### src/rtl/repairmb_initiator.sv
// MBINIT.REPAIRMB local initiator: drives the start / apply_degrade / end
// request sequence over the sideband and waits for each matching response.
// Every output is registered and decoded from the next state.
module repairmb_initiator #(
    parameter int TIMEOUT_CYCLES    = 8000,
    parameter int RESEND_CYCLES     = 1000,
    parameter int MAX_DEGRADE_TRIES = 2
) (
    input  logic       CLK,
    input  logic       rst,
    input  logic       i_MBINIT_REVERSALMB_end,
    input  logic       i_Busy_SideBand,
    input  logic       i_falling_edge_busy,
    input  logic [3:0] i_RX_SbMessage,
    input  logic       i_msg_valid,
    input  logic [1:0] i_Local_Lanes,
    output logic [3:0] o_TX_SbMessage,
    output logic       o_ValidOutData,
    output logic [1:0] o_Functional_Lanes,
    output logic       o_MBINIT_REPAIRMB_end,
    output logic       o_train_error
);

    localparam int TO_W = $clog2(TIMEOUT_CYCLES + 1);
    localparam int RS_W = $clog2(RESEND_CYCLES + 1);
    localparam int TR_W = $clog2(MAX_DEGRADE_TRIES + 1);

    localparam logic [TO_W-1:0] TO_LAST   = TO_W'(TIMEOUT_CYCLES - 1);
    localparam logic [RS_W-1:0] RS_LAST   = RS_W'(RESEND_CYCLES - 1);
    localparam logic [TR_W-1:0] TRIES_MAX = TR_W'(MAX_DEGRADE_TRIES);

    localparam logic [3:0] START_REQ  = 4'b0001;
    localparam logic [3:0] START_RESP = 4'b0010;
    localparam logic [3:0] END_REQ    = 4'b0011;
    localparam logic [3:0] END_RESP   = 4'b0100;
    localparam logic [3:0] DEG_REQ    = 4'b0101;
    localparam logic [3:0] DEG_RESP   = 4'b0110;

    typedef enum logic [3:0] {
        IDLE,
        BUSY_START,
        SEND_START,
        WAIT_START,
        EVAL,
        BUSY_DEG,
        SEND_DEG,
        WAIT_DEG,
        BUSY_END,
        SEND_END,
        WAIT_END,
        DONE,
        ERROR
    } state_t;

    state_t          state_q, state_d;
    logic [TO_W-1:0] to_cnt_q, to_cnt_d;
    logic [RS_W-1:0] rs_cnt_q, rs_cnt_d;
    logic [TR_W-1:0] tries_q, tries_d;
    logic [3:0]      tx_msg_q, tx_msg_d;
    logic            valid_q, valid_d;
    logic [1:0]      lanes_q, lanes_d;
    logic            done_q, done_d;
    logic            err_q, err_d;

    logic            enable;
    logic            timed_out;

    assign enable    = i_MBINIT_REVERSALMB_end;
    assign timed_out = (to_cnt_q == TO_LAST);

    // State, counters and registered outputs.
    always_ff @(posedge CLK or posedge rst) begin
        if (rst) begin
            state_q  <= IDLE;
            to_cnt_q <= '0;
            rs_cnt_q <= '0;
            tries_q  <= '0;
            tx_msg_q <= '0;
            valid_q  <= 1'b0;
            lanes_q  <= 2'b11;
            done_q   <= 1'b0;
            err_q    <= 1'b0;
        end else begin
            state_q  <= state_d;
            to_cnt_q <= to_cnt_d;
            rs_cnt_q <= rs_cnt_d;
            tries_q  <= tries_d;
            tx_msg_q <= tx_msg_d;
            valid_q  <= valid_d;
            lanes_q  <= lanes_d;
            done_q   <= done_d;
            err_q    <= err_d;
        end
    end

    // Next-state decision, then outputs and counters decoded from it.
    always_comb begin
        state_d  = state_q;
        to_cnt_d = '0;
        rs_cnt_d = '0;
        tries_d  = tries_q;
        tx_msg_d = tx_msg_q;
        valid_d  = 1'b0;
        lanes_d  = lanes_q;

        if (state_q != IDLE && !enable) begin
            state_d = IDLE;
        end else begin
            unique case (state_q)
                IDLE:       if (enable) state_d = BUSY_START;
                BUSY_START: if (!i_Busy_SideBand) state_d = SEND_START;
                SEND_START: if (i_falling_edge_busy) state_d = WAIT_START;
                WAIT_START: begin
                    if (i_msg_valid && i_RX_SbMessage == START_RESP) state_d = EVAL;
                    else if (timed_out)                              state_d = ERROR;
                end
                EVAL: begin
                    lanes_d = i_Local_Lanes;
                    state_d = (i_Local_Lanes == 2'b00) ? ERROR : BUSY_DEG;
                end
                BUSY_DEG:   if (!i_Busy_SideBand) state_d = SEND_DEG;
                SEND_DEG:   if (i_falling_edge_busy) state_d = WAIT_DEG;
                // Response beats timeout, timeout beats a resend.
                WAIT_DEG: begin
                    if (i_msg_valid && i_RX_SbMessage == DEG_RESP) state_d = BUSY_END;
                    else if (timed_out)                            state_d = ERROR;
                    else if (rs_cnt_q == RS_LAST && tries_q < TRIES_MAX)
                                                                   state_d = BUSY_DEG;
                end
                BUSY_END:   if (!i_Busy_SideBand) state_d = SEND_END;
                SEND_END:   if (i_falling_edge_busy) state_d = WAIT_END;
                WAIT_END: begin
                    if (i_msg_valid && i_RX_SbMessage == END_RESP) state_d = DONE;
                    else if (timed_out)                            state_d = ERROR;
                end
                DONE:       state_d = DONE;
                ERROR:      state_d = ERROR;
                default:    state_d = IDLE;
            endcase
        end

        // Request strobes fire on the BUSY_* -> SEND_* transition.
        if (state_q == BUSY_START && state_d == SEND_START) begin
            valid_d  = 1'b1;
            tx_msg_d = START_REQ;
        end
        if (state_q == BUSY_DEG && state_d == SEND_DEG) begin
            valid_d  = 1'b1;
            tx_msg_d = DEG_REQ;
            tries_d  = tries_q + 1'b1;
        end
        if (state_q == BUSY_END && state_d == SEND_END) begin
            valid_d  = 1'b1;
            tx_msg_d = END_REQ;
        end

        // Counters run only while staying in a WAIT_* state; entry clears them.
        if (state_d == state_q &&
            (state_q == WAIT_START || state_q == WAIT_DEG || state_q == WAIT_END)) begin
            to_cnt_d = to_cnt_q + 1'b1;
        end
        if (state_d == WAIT_DEG && state_q == WAIT_DEG) begin
            rs_cnt_d = (rs_cnt_q == RS_LAST) ? rs_cnt_q : rs_cnt_q + 1'b1;
        end

        if (state_d == IDLE) begin
            tx_msg_d = '0;
            tries_d  = '0;
        end

        done_d = (state_d == DONE);
        err_d  = (state_d == ERROR);
    end

    assign o_TX_SbMessage        = tx_msg_q;
    assign o_ValidOutData        = valid_q;
    assign o_Functional_Lanes    = lanes_q;
    assign o_MBINIT_REPAIRMB_end = done_q;
    assign o_train_error         = err_q;

endmodule

### config.mk
export PLATFORM = sky130hd
export DESIGN_NAME = repairmb_initiator
export DESIGN_NICKNAME = d
export VERILOG_FILES = /design/src/rtl/repairmb_initiator.sv
export SDC_FILE = /design/constraint.sdc
export NUM_CORES = 1
export LEC_CHECK = 0
export ABC_AREA = 1
export CORE_MARGIN = 2
export CORE_UTILIZATION = 30
export CTS_BUF_LIST = sky130_fd_sc_hd__clkbuf_8 sky130_fd_sc_hd__clkbuf_16
export CTS_CLUSTER_DIAMETER = 200
export DETAILED_ROUTE_END_ITERATION = 16
export PLACE_DENSITY = 0.46
export SYNTH_ARGS = -nofsm -noshare
export SYNTH_HDL_FRONTEND = slang
export SYNTH_SLANG_ARGS = --single-unit
### constraint.sdc
create_clock -name CLK -period 2.2 [get_ports CLK]
set_clock_uncertainty 0.15 [all_clocks]
set_input_delay 0.66 -clock CLK [delete_from_list [all_inputs] [get_ports CLK]]
set_output_delay 0.66 -clock CLK [all_outputs]
set_load 0.02 [all_outputs]
==> flow_metrics.tcl, run 1 <==
set metrics [dict create \
    io_pins 21 \
    tritoncts "built" \
    grtUsageMet3_pct 2.95 \
    fp-row-count 31 \
    first_pass_iters 4 \
    r2r.worst_path.cells 14 \
    die_w_um 89.3 \
    syn_nets 312 \
    synth_top_cell_by_area "dfrtp_1" \
    antenna_found_initial 0 \
    critPathSlowestCell "clkdlybuf4s50_1" \
    htreeDepth 2 \
    yosys.area_share.simple_pct 38.0 \
    muxShareOfSynthArea_pct 0 \
    hold_class "flip-flop to flip-flop" \
    grt_setup_unrepaired "true" \
    ys_seq_area_share_pct 42.5 \
    rrSetupSlack_ps 90 \
    fmax_mhz 468 \
    cts-root-buf "clkbuf_8" \
    cp_common_cell "nand3_1" \
    gp_congestion 0.823 \
    min_delay_path_depth 2 \
    final_area_mm2 0.00323 \
    crit_buf_inv 3 \
    viasPerCell 4.44 \
    ir_drop_uv 430 \
    routedWlPerCell_um 11.1 \
    pwr_density_cell_mw_per_mm2 594 \
    numClockSinks 37 \
    vias 2069 \
    reg2reg_to "to_cnt_q[6]$_DFF_PP0_" \
    grt_overflow_total 0 \
    synth_top_family_by_area "simple AND/OR/NAND/NOR gates" \
    critPathArrivalTime_ps 2220 \
    cts.reportedPaths.clkPinSlew_ps 80 \
    synth_compound_area_share_pct 4.42 \
    grt.busiest_layer "met2" \
    antenna_left 0 \
    synth-adder-area-share_pct 1.15 \
    die_area_mm2 0.00797 \
    fin_crit_sh_pct 97.2 \
    numCtsBuffers 5 \
    antenna_cells 0 \
    grt_pass1_vias 1981 \
    dp_hpwl_um 3810 \
    synth_top_cell_area_share_pct 40.1 \
    cp-end-kind "flip-flop" \
    met2_usage_pct 22.4 \
    final_util_pct 45.2 \
    grt_pass1_wl_um 8850 \
    clock_latency_ps 290 \
    power_leakage_nw 1.55 \
    cp.required_ps 2280 \
    clockBufferDepth 2 \
    postRouteWirelength_um 5160 \
    critical_path_class "input port to flip-flop" \
    area_delta_synth_final_pct 48.0 \
    grt_use_met1_pct 18.6 \
    dieHeight_um 89.3 \
    syn_area_mm2 0.00218 \
    nets 380 \
    syn_inst 298 \
    drive_above_1_share_pct 38.4 \
    hold_viol 0 \
    run_status "completed" \
    synth-seq-cells 37 \
    drt_iter0_drc 67 \
    r2r_start "state_q[1]$_DFF_PP0_" \
    finalSetupViolCount 0 \
    cp_top_family "simple AND/OR/NAND/NOR gates" \
    synth-xor-area-share_pct 5.62 \
    start_kind "input port" \
    postCtsHoldBufs 0 \
    drc 0 \
    grt_usage_pct 14.2 \
    finalPower_mw 1.92 \
    placed_area_mm2 0.00274 \
    ys_warn_count 0 \
    drv_slew 0 \
    core_mm2 0.00714 \
    min_to "o_Functional_Lanes[0]$_DFFE_PP1P_" \
    slowest_delay_ps 480 \
    crit_chain "clkdlybuf4s50_1 > inv_1 > nand3_1 > nand3_1 > a21oi_2 > nand2_1 > nand3_1 > nand2_1 > nor2_2 > nand2_4 > buf_16 > nor2_2" \
    synth.avg_cell_area_um2 7.32 \
    max_cap_violations 0 \
    grt_max_degree 18 \
    synth_area_leaders "dfrtp_1 40%, nand2_1 12%, nand3_1 8.0%" \
    fin_crit_ps 2140 \
    min_from "o_Functional_Lanes[0]$_DFFE_PP1P_" \
    ys_types 29 \
    path_max_fanout 6 \
    start_util_pct 30.6 \
    port_buffers 19 \
]
## routing by layer
layer  wire length (um)  vias to the layer above
met5                  0                        -
met4                130                        0
met3                129                       10
met2               2480                       26
met1               2420                      969
li1                   -                     1064
## where the power goes
| part | internal [mW] | switching [mW] |
|---|---|---|
| registers | 0.698 | 0.0288 |
| clock network | 0.283 | 0.250 |
| logic | 0.275 | 0.381 |
## through the flow
step           hold WS [ps]  setup slack, ps  setup TNS (ps)  instances
2_1_floorplan           281              170               0        298
3_3_place_gp            326             -465          -12790        446
3_5_place_dp            333             -495          -13360        446
4_1_cts                 344             5.07               0        460
5_1_grt                 364            -65.2            -792        466
6_report                339             62.5               0        466
## worst register-to-register path: cells and delay by family, from the launching register on
kind                   cells  cell delay, ps
buffers and inverters      1             160
DFF                        1             460
and+or+nand+nor           13            1270
## cell usage after synthesis
master	count
o211ai_1	1
nor2_4	1
ha_1	2
nor2_2	14
o21ai_0	8
nand2_4	1
conb_1	1
nand4_1	3
nand3b_1	1
nor3_1	1
nand2_2	4
inv_1	39
nor2_1	44
dfrtp_1	35
nand2_1	70
a31oi_1	1
xnor2_1	4
a21oi_1	7
buf_4	1
buf_6	1
nand3_1	35
dfstp_2	2
nor4_1	2
o21a_1	1
nor3b_1	2
xor2_1	10
nand3_2	2
inv_2	3
or2_2	2
## cell usage in the layout (no fill, tap or decap), drive strengths merged, types with 2 or more instances in the layout
master,count
o21ai,8
buf,44
nor3b,2
nor2,59
xor2,10
clkbuf,7
or2,2
nand4,3
inv,42
a21oi,7
clkdlybuf4s50,9
nor4,2
ha,2
dlygate4sd2,5
dfstp,2
dlymetal6s2s,2
nand2,75
nand3,37
dfrtp,35
clkdlybuf4s15,3
xnor2,4
## cell families after synthesis
kind of cell,after synthesis
other cells,1
buf+inv,44
compound gates,18
simple gates,182
flops,37
xor+xnor,14
fa+ha+maj,2
## timing repair
item,in CTS,in global routing
pin swaps,19,26
cloned,1,0
endpoints found under the setup margin,30,30
gates resized for setup,29,67
buffers inserted,5,6
## cell type report
cell class | instances | area [um^2]
timing repair buffer | 63 | 572
tap | 99 | 124
sequential | 37 | 933
clock inverter | 1 | 5.00
clock buffer | 7 | 96.3
fill | 744 | 3910
multi-input combinational | 217 | 1340
inverter | 42 | 158
## flip-flops by register name, summed over array words and instances, names as in the netlist
register	flops
to_cnt_q	13
rs_cnt_q	10
state_q	4
o_TX_SbMessage	3
o_Functional_Lanes	2
tries_q	2
o_MBINIT_REPAIRMB_end	1
o_ValidOutData	1
o_train_error	1
## how the worst max path moves through the flow
stage	start	to	slack, ps	cells past startpoint
floorplan	i_RX_SbMessage[1]	to_cnt_q[9]$_DFF_PP0_	170	15
global placement	i_RX_SbMessage[1]	o_TX_SbMessage[0]$_DFFE_PP0P_	-460	15
detailed placement	i_RX_SbMessage[1]	tries_q[0]$_DFFE_PP0P_	-490	15
CTS	i_falling_edge_busy	to_cnt_q[12]$_DFF_PP0_	5	13
global route	to_cnt_q[1]$_DFF_PP0_	to_cnt_q[11]$_DFF_PP0_	-70	14
finish	i_Local_Lanes[1]	to_cnt_q[6]$_DFF_PP0_	60	12
(Power assumes the default switching activity.)
==> inputs of run 2 (changes only) <==
--- a/config.mk
+++ b/config.mk
@@ -5,8 +5,6 @@
 export SDC_FILE = /design/constraint.sdc
 export NUM_CORES = 1
 export LEC_CHECK = 0
-export ABC_AREA = 1
-export CORE_MARGIN = 2
 export CORE_UTILIZATION = 30
 export CTS_BUF_LIST = sky130_fd_sc_hd__clkbuf_8 sky130_fd_sc_hd__clkbuf_16
 export CTS_CLUSTER_DIAMETER = 200
==> run 2 against run 1 <==
The flow now finishes with violations (negative setup slack). First-iteration DRC count down 40%. Setup slack worse by 530 ps. Combinational power up 59%. Power up 25%. Sequential power up 5.6%. Clock power up 12%. Final area down 1.2%. Global-route usage up 1.8 points.
==> flow_metrics.tcl, run 2 <==
set metrics [dict create \
    run_status "finished with violations" \
    violations "negative setup slack" \
    regArea_um2 928 \
    nets 335 \
    postCtsHoldBufs 0 \
    synth-seq-cells 37 \
    synth_top_cell_by_area "dfrtp_1" \
    hold_class "flip-flop to flip-flop" \
    synth.avg_cell_area_um2 9.23 \
    fp-row-count 30 \
    antenna_found_initial 0 \
    synth_top_cell_area_share_pct 41.8 \
    viasPerCell 4.73 \
    grt_usage_pct 16.0 \
    wl_met2_um 2740 \
    synth_area_leaders "dfrtp_1 42%, nor2_1 5.9%, xnor2_1 5.0%" \
    antenna_cells 0 \
    min_from "o_TX_SbMessage[0]$_DFFE_PP0P_" \
    power_leakage_nw 1.42 \
    numClockSinks 37 \
    critPathArrivalTime_ps 2680 \
    met3WireLength_um 162 \
    max_cap_violations 0 \
    grt_pass1_wl_um 9270 \
    drc 0 \
    path_max_fanout 5 \
    tritoncts "built" \
    yosysMostFrequentCell "dfrtp_1" \
    start_kind "flip-flop" \
    r2r.worst_path.cells 8 \
    clock_latency_ps 280 \
    hold_viol 0 \
    cp.required_ps 2220 \
    preCtsSetupSlack_ps -853 \
    syn_nets 241 \
    critical_path_class "flip-flop to flip-flop" \
    vias 1901 \
    syn_inst 227 \
    top_layer_used "met4" \
    placed_area_mm2 0.00288 \
    finalSetupViolCount 34 \
    r2r_start "to_cnt_q[7]$_DFF_PP0_" \
    pwr_density_cell_mw_per_mm2 753 \
    gp_congestion 0.823 \
    drt_iter0_drc 40 \
    slowest_delay_ps 470 \
    grt_setup_unrepaired "true" \
    synth_edf_count 0 \
    ys_types 51 \
    core_mm2 0.00676 \
    routedWlPerCell_um 13.1 \
    htreeDepth 2 \
    synthFlopType "dfrtp_1" \
    met1_length_um 2300 \
    critPathSlowestCell "or4_4" \
    layout_commonest_cell "buf_4" \
    grt_overflow_total 0 \
    io_pins 21 \
    cts-root-buf "clkbuf_8" \
    die_area_mm2 0.00732 \
    cts.reportedPaths.clkPinSlew_ps 70 \
    mostFrequentLayoutCells "68 x buf_4, 35 x dfrtp_1, 27 x nor2_1, 22 x nand2_1" \
    multi_input_area_mm2 0.00125 \
    final_area_mm2 0.00319 \
    fin_crit_sh_pct 121 \
    fmax_mhz 375 \
    ys_warn_count 0 \
    final_cells 402 \
    start_util_pct 31.0 \
    n_fill_cell 654 \
    dp_hpwl_um 3950 \
    setup_slack_ps -465 \
    syn_area_mm2 0.00209 \
    postRouteWirelength_um 5260 \
    first_pass_iters 4 \
    min_delay_path_depth 2 \
    cp-end-kind "flip-flop" \
    crit_start "to_cnt_q[7]$_DFF_PP0_" \
    largest_register_ffs 13 \
    grt_pass1_vias 2056 \
    place_inst 387 \
    drive_above_1_share_pct 38.2 \
    synthTopCellsByCount "35 x dfrtp_1, 33 x nor2_1, 23 x nand2_1" \
    top_regs "to_cnt_q: 13 flops, rs_cnt_q: 10 flops, state_q: 4 flops" \
    ir_drop_uv 350 \
    numCtsBuffers 5 \
    fin_crit_ps 2660 \
    clockBufferDepth 2 \
    die_w_um 85.6 \
    dieHeight_um 85.6 \
    drv_slew 0 \
    port_buffers 19 \
    area_delta_synth_final_pct 52.4 \
    hold_slack_ps 346 \
    crit_chain "or3b_1 > or4_4 > a22o_1 > o32a_4 > buf_6 > a211oi_2 > buf_4 > o21ai_1" \
    ys_seq_area_share_pct 44.3 \
    grt_max_degree 22 \
    antenna_left 0 \
    min_to "o_TX_SbMessage[0]$_DFFE_PP0P_" \
    reg2reg_to "o_TX_SbMessage[1]$_DFFE_PP0P_" \
    top_register "to_cnt_q" \
    rrSetupSlack_ps -460 \
    async_flop_share_pct 100 \
]
run 2: cell types whose count changed after synthesis, moves of 6 or more:
| cell | change |
|---|---|
| and3_1 | +6 |
| inv_1 | -32 |
| nand3_1 | -24 |
| nand2_1 | -47 |
| xnor2_1 | +8 |
| nor2b_1 | +6 |
| nor2_1 | -11 |
run 2: kinds of logic after synthesis:
family | count (synthesis) | synth area share (%)
adder cells (fa/ha/maj) | 2 | 1.19
multiplexers | 4 | 2.63
flip-flops | 37 | 44.3
AND/OR/NAND/NOR | 117 | 28.6
AO/OA/AOI/OAI | 32 | 11.5
XOR/XNOR | 21 | 8.78
other | 1 | 0.179
buffers and inverters | 13 | 2.87
run 2: layout make-up:
type	instances	area share, %
well taps	80	3.14
clock inverters	2	1.06
clock buffers	6	2.59
inverters	7	0.823
flip-flops and latches	37	29.1
repair buffers	92	24.2
multi-input cells	178	39.1
run 2: per-stage QoR:
step,utilization (%),TNS (ps),power [mW]
3_5_place_dp,42.6,-26180,1.66
5_1_grt,47.2,-13730,2.54
2_1_floorplan,-,-6180,1.24
4_1_cts,46.6,-11910,2.40
6_report,47.2,-11780,2.40
3_3_place_gp,42.6,-25290,1.66
run 2: repair_timing:
item / CTS / global route
pin swaps: 12 / 5
cloned: 2 / 0
setup buffers: 5 / 3
resized for setup: 29 / 11
endpoints found under the setup margin: 36 / 34
run 2: worst max-delay path by stage:
| stage | to | slack [ps] | depth (start not counted) |
|---|---|---|---|
| 6_report | o_TX_SbMessage[1]$_DFFE_PP0P_ | -460 | 8 |
| 3_3_place_gp | o_TX_SbMessage[2]$_DFFE_PP0P_ | -890 | 11 |
| 4_1_cts | to_cnt_q[11]$_DFF_PP0_ | -450 | 8 |
| 2_1_floorplan | to_cnt_q[10]$_DFF_PP0_ | -340 | 8 |
| 5_1_grt | to_cnt_q[11]$_DFF_PP0_ | -520 | 8 |
| 3_5_place_dp | o_TX_SbMessage[1]$_DFFE_PP0P_ | -850 | 10 |
run 2: critical path: cells and delay by family, from the launching register on:
kind                   cells  cell delay, ps
buffers and inverters      2             310
flip-flops                 1             410
AO/OA/AOI/OAI              4             840
AND/OR/NAND/NOR            2             840
run 2: power breakdown:
group / total, mW / switching [mW] / internal, mW
clock network: 0.597 / 0.232 / 0.365
registers: 0.768 / 0.0387 / 0.730
logic: 1.04 / 0.526 / 0.512
run 2: per-layer routing:
layer  global-route usage, %  vias up
met5                       0        -
met4                    4.55        0
met3                    3.18        4
met2                    28.7       22
met1                    19.4      910
li1                        -      965
==> inputs of run 3 (changes only) <==
--- a/config.mk
+++ b/config.mk
@@ -5,6 +5,7 @@
 export SDC_FILE = /design/constraint.sdc
 export NUM_CORES = 1
 export LEC_CHECK = 0
+export CORE_MARGIN = 2
 export CORE_UTILIZATION = 30
 export CTS_BUF_LIST = sky130_fd_sc_hd__clkbuf_8 sky130_fd_sc_hd__clkbuf_16
 export CTS_CLUSTER_DIAMETER = 200
==> constraint.sdc (replaced) <==
create_clock -name CLK -period 2.2 [get_ports CLK]
set_clock_uncertainty 0.15 [all_clocks]
set_input_delay 0.66 -clock CLK [delete_from_list [all_inputs] [get_ports CLK]]
set_output_delay 0.66 -clock CLK [all_outputs]
set_load 0.05 [all_outputs]
==> run 3 against run 2 <==
The run still ends with negative setup slack left. Flip-flop and latch count stayed put. Utilization is 0.28 points lower. First-iteration DRC count is 20% lower. Critical path type unchanged. Highest routed layer unchanged.
==> flow_metrics.tcl, run 3 (synthesized netlist as in run 2, its figures left out) <==
set metrics [dict create \
    run_status "finished with violations" \
    violations "negative setup slack" \
    nets 330 \
    r2r.worst_path.cells 10 \
    io_pins 21 \
    hold_viol 0 \
    final_area_mm2 0.00317 \
    r2r_start "to_cnt_q[7]$_DFF_PP0_" \
    path_max_fanout 5 \
    fp-row-count 30 \
    power_leakage_nw 1.43 \
    fmax_mhz 380 \
    hold_slack_ps 381 \
    routedWlPerCell_um 13.5 \
    first_pass_iters 4 \
    pwr_density_cell_mw_per_mm2 749 \
    cp_common_cell "buf_4" \
    postRouteWirelength_um 5340 \
    die_w_um 87.6 \
    viasPerCell 4.78 \
    postCtsHoldBufs 0 \
    p_comb_share_pct 45.7 \
    cp.required_ps 2260 \
    drive_above_1_share_pct 40.4 \
    grt_setup_unrepaired "true" \
    grt_overflow_total 0 \
    reg2reg_to "o_TX_SbMessage[2]$_DFFE_PP0P_" \
    final.setup.tns_ps -11620 \
    core_mm2 0.00676 \
    die_area_mm2 0.00767 \
    mostFrequentLayoutCells "70 x buf_4, 35 x dfrtp_1, 29 x nor2_1, 22 x nand2_1, 12 x xnor2_1" \
    min_delay_path_depth 2 \
    crit_buf_inv 3 \
    cts-root-buf "clkbuf_8" \
    drt_iter0_drc 32 \
    power_frac_seq_pct 32.4 \
    fin_crit_sh_pct 120 \
    cp-end-kind "flip-flop" \
    port_buffers 19 \
    finalSetupViolCount 34 \
    max_cap_violations 0 \
    start_kind "flip-flop" \
    p_switching_uw 860 \
    numCtsBuffers 5 \
    antenna_found_initial 0 \
    clock_latency_ps 280 \
    grt_max_degree 22 \
    layout_commonest_cell "buf_4" \
    critPathSlowestCell "or4_4" \
    grt_pass1_vias 1927 \
    drc 0 \
    n_fill_cell 680 \
    dp_hpwl_um 3910 \
    tritoncts "built" \
    critPathArrivalTime_ps 2690 \
    critical_path_class "flip-flop to flip-flop" \
    grt_pass1_wl_um 8830 \
    top_regs "to_cnt_q: 13 flops, rs_cnt_q: 10 flops, state_q: 4 flops" \
    start_util_pct 31.0 \
    setup_slack_ps -432 \
    placed_area_mm2 0.00282 \
    antenna_left 0 \
    fin_crit_ps 2630 \
    largest_register_ffs 13 \
    htreeDepth 2 \
    clockPowerShare_pct 21.9 \
    min_from "to_cnt_q[0]$_DFF_PP0_" \
    crit_chain "or3b_1 > or4_4 > buf_4 > nor4b_4 > o22ai_2 > a21bo_2 > inv_2 > a211oi_2 > buf_4 > nor3_2" \
    slowest_delay_ps 460 \
    switching_share_pct 36.2 \
    numClockSinks 37 \
    grt_usage_pct 14.7 \
    vias 1896 \
    regArea_um2 928 \
    clockBufferDepth 2 \
    multi_input_area_mm2 0.00128 \
    min_to "to_cnt_q[0]$_DFF_PP0_" \
    hold_class "flip-flop to flip-flop" \
    ir_drop_uv 523 \
    antenna_cells 0 \
    gp_congestion 0.828 \
    area_delta_synth_final_pct 51.5 \
    drv_slew 0 \
    internal_power_mw 1.52 \
    dieHeight_um 87.6 \
    top_register "to_cnt_q" \
    cp_top_family "simple AND/OR/NAND/NOR gates" \
    cts.reportedPaths.clkPinSlew_ps 70 \
    rrSetupSlack_ps -430 \
]
run 3: cell types whose count changed in the layout (fill, tap and decap cells not counted), moves of 2 or more:
cell             delta
buf_12              +2
buf_4               +2
clkdlybuf4s50_1     -6
dlygate4sd2_1       -2
inv_1               -2
nor2_1              +2
nor2_2              -4
nor2_4              +2
run 3: worst register-to-register path: stages, from the launching register on:
cell,delay (ps)
dfrtp_1,390
or3b_1,370
or4_4,460
buf_4,160
nor4b_4,220
o22ai_2,110
a21bo_2,240
inv_2,60
a211oi_2,40
buf_4,160
nor3_2,180
run 3: routing by layer:
layer	GRT usage [%]	wire length [um]
met4	3.22	50
met5	0	0
met1	18.1	2420
met3	2.83	105
met2	26.5	2770
run 3: what timing repair did:
| action | CTS | global route |
|---|---|---|
| setup buffers | 5 | 4 |
| pin swaps | 17 | 4 |
| gates resized for setup | 22 | 17 |
| endpoints found under the setup margin | 34 | 34 |
| gates cloned | 2 | 0 |
run 3: final cells by class:
type	count	area share, %
Clock inverter	1	0.158
Sequential cell	37	29.3
Clock buffer	7	3.04
Timing Repair Buffer	87	23.3
Multi-Input combinational cell	178	40.3
Inverter	7	0.828
Tap cell	80	3.15
run 3: power groups by stage:
stage	sequential (mW)	combinational [mW]	clock, mW
after floorplan	0.842	0.447	0
after global placement	0.781	0.884	0
after detailed placement	0.781	0.880	0
after CTS	0.769	1.06	0.545
after global routing	0.774	1.16	0.573
final	0.770	1.09	0.520
run 3: worst max-delay path by stage:
stage / from / cells past startpoint / slack [ps] / to
after floorplan: to_cnt_q[6]$_DFF_PP0_ / 8 / -340 / to_cnt_q[10]$_DFF_PP0_
after global placement: i_msg_valid / 9 / -860 / o_TX_SbMessage[2]$_DFFE_PP0P_
after detailed placement: i_msg_valid / 9 / -880 / o_TX_SbMessage[2]$_DFFE_PP0P_
after CTS: to_cnt_q[6]$_DFF_PP0_ / 8 / -430 / to_cnt_q[0]$_DFF_PP0_
after global routing: to_cnt_q[6]$_DFF_PP0_ / 10 / -550 / o_TX_SbMessage[2]$_DFFE_PP0P_
final: to_cnt_q[7]$_DFF_PP0_ / 10 / -430 / o_TX_SbMessage[2]$_DFFE_PP0P_
run 3: stage by stage:
step           std cells  power, mW  setup WS, ps  util (%)
2_1_floorplan        227       1.29          -336         -
3_3_place_gp         378       1.66          -860      41.7
3_5_place_dp         378       1.66          -879      41.7
4_1_cts              393       2.37          -428      45.3
5_1_grt              397       2.51          -547      47.0
6_report             397       2.38          -432      47.0
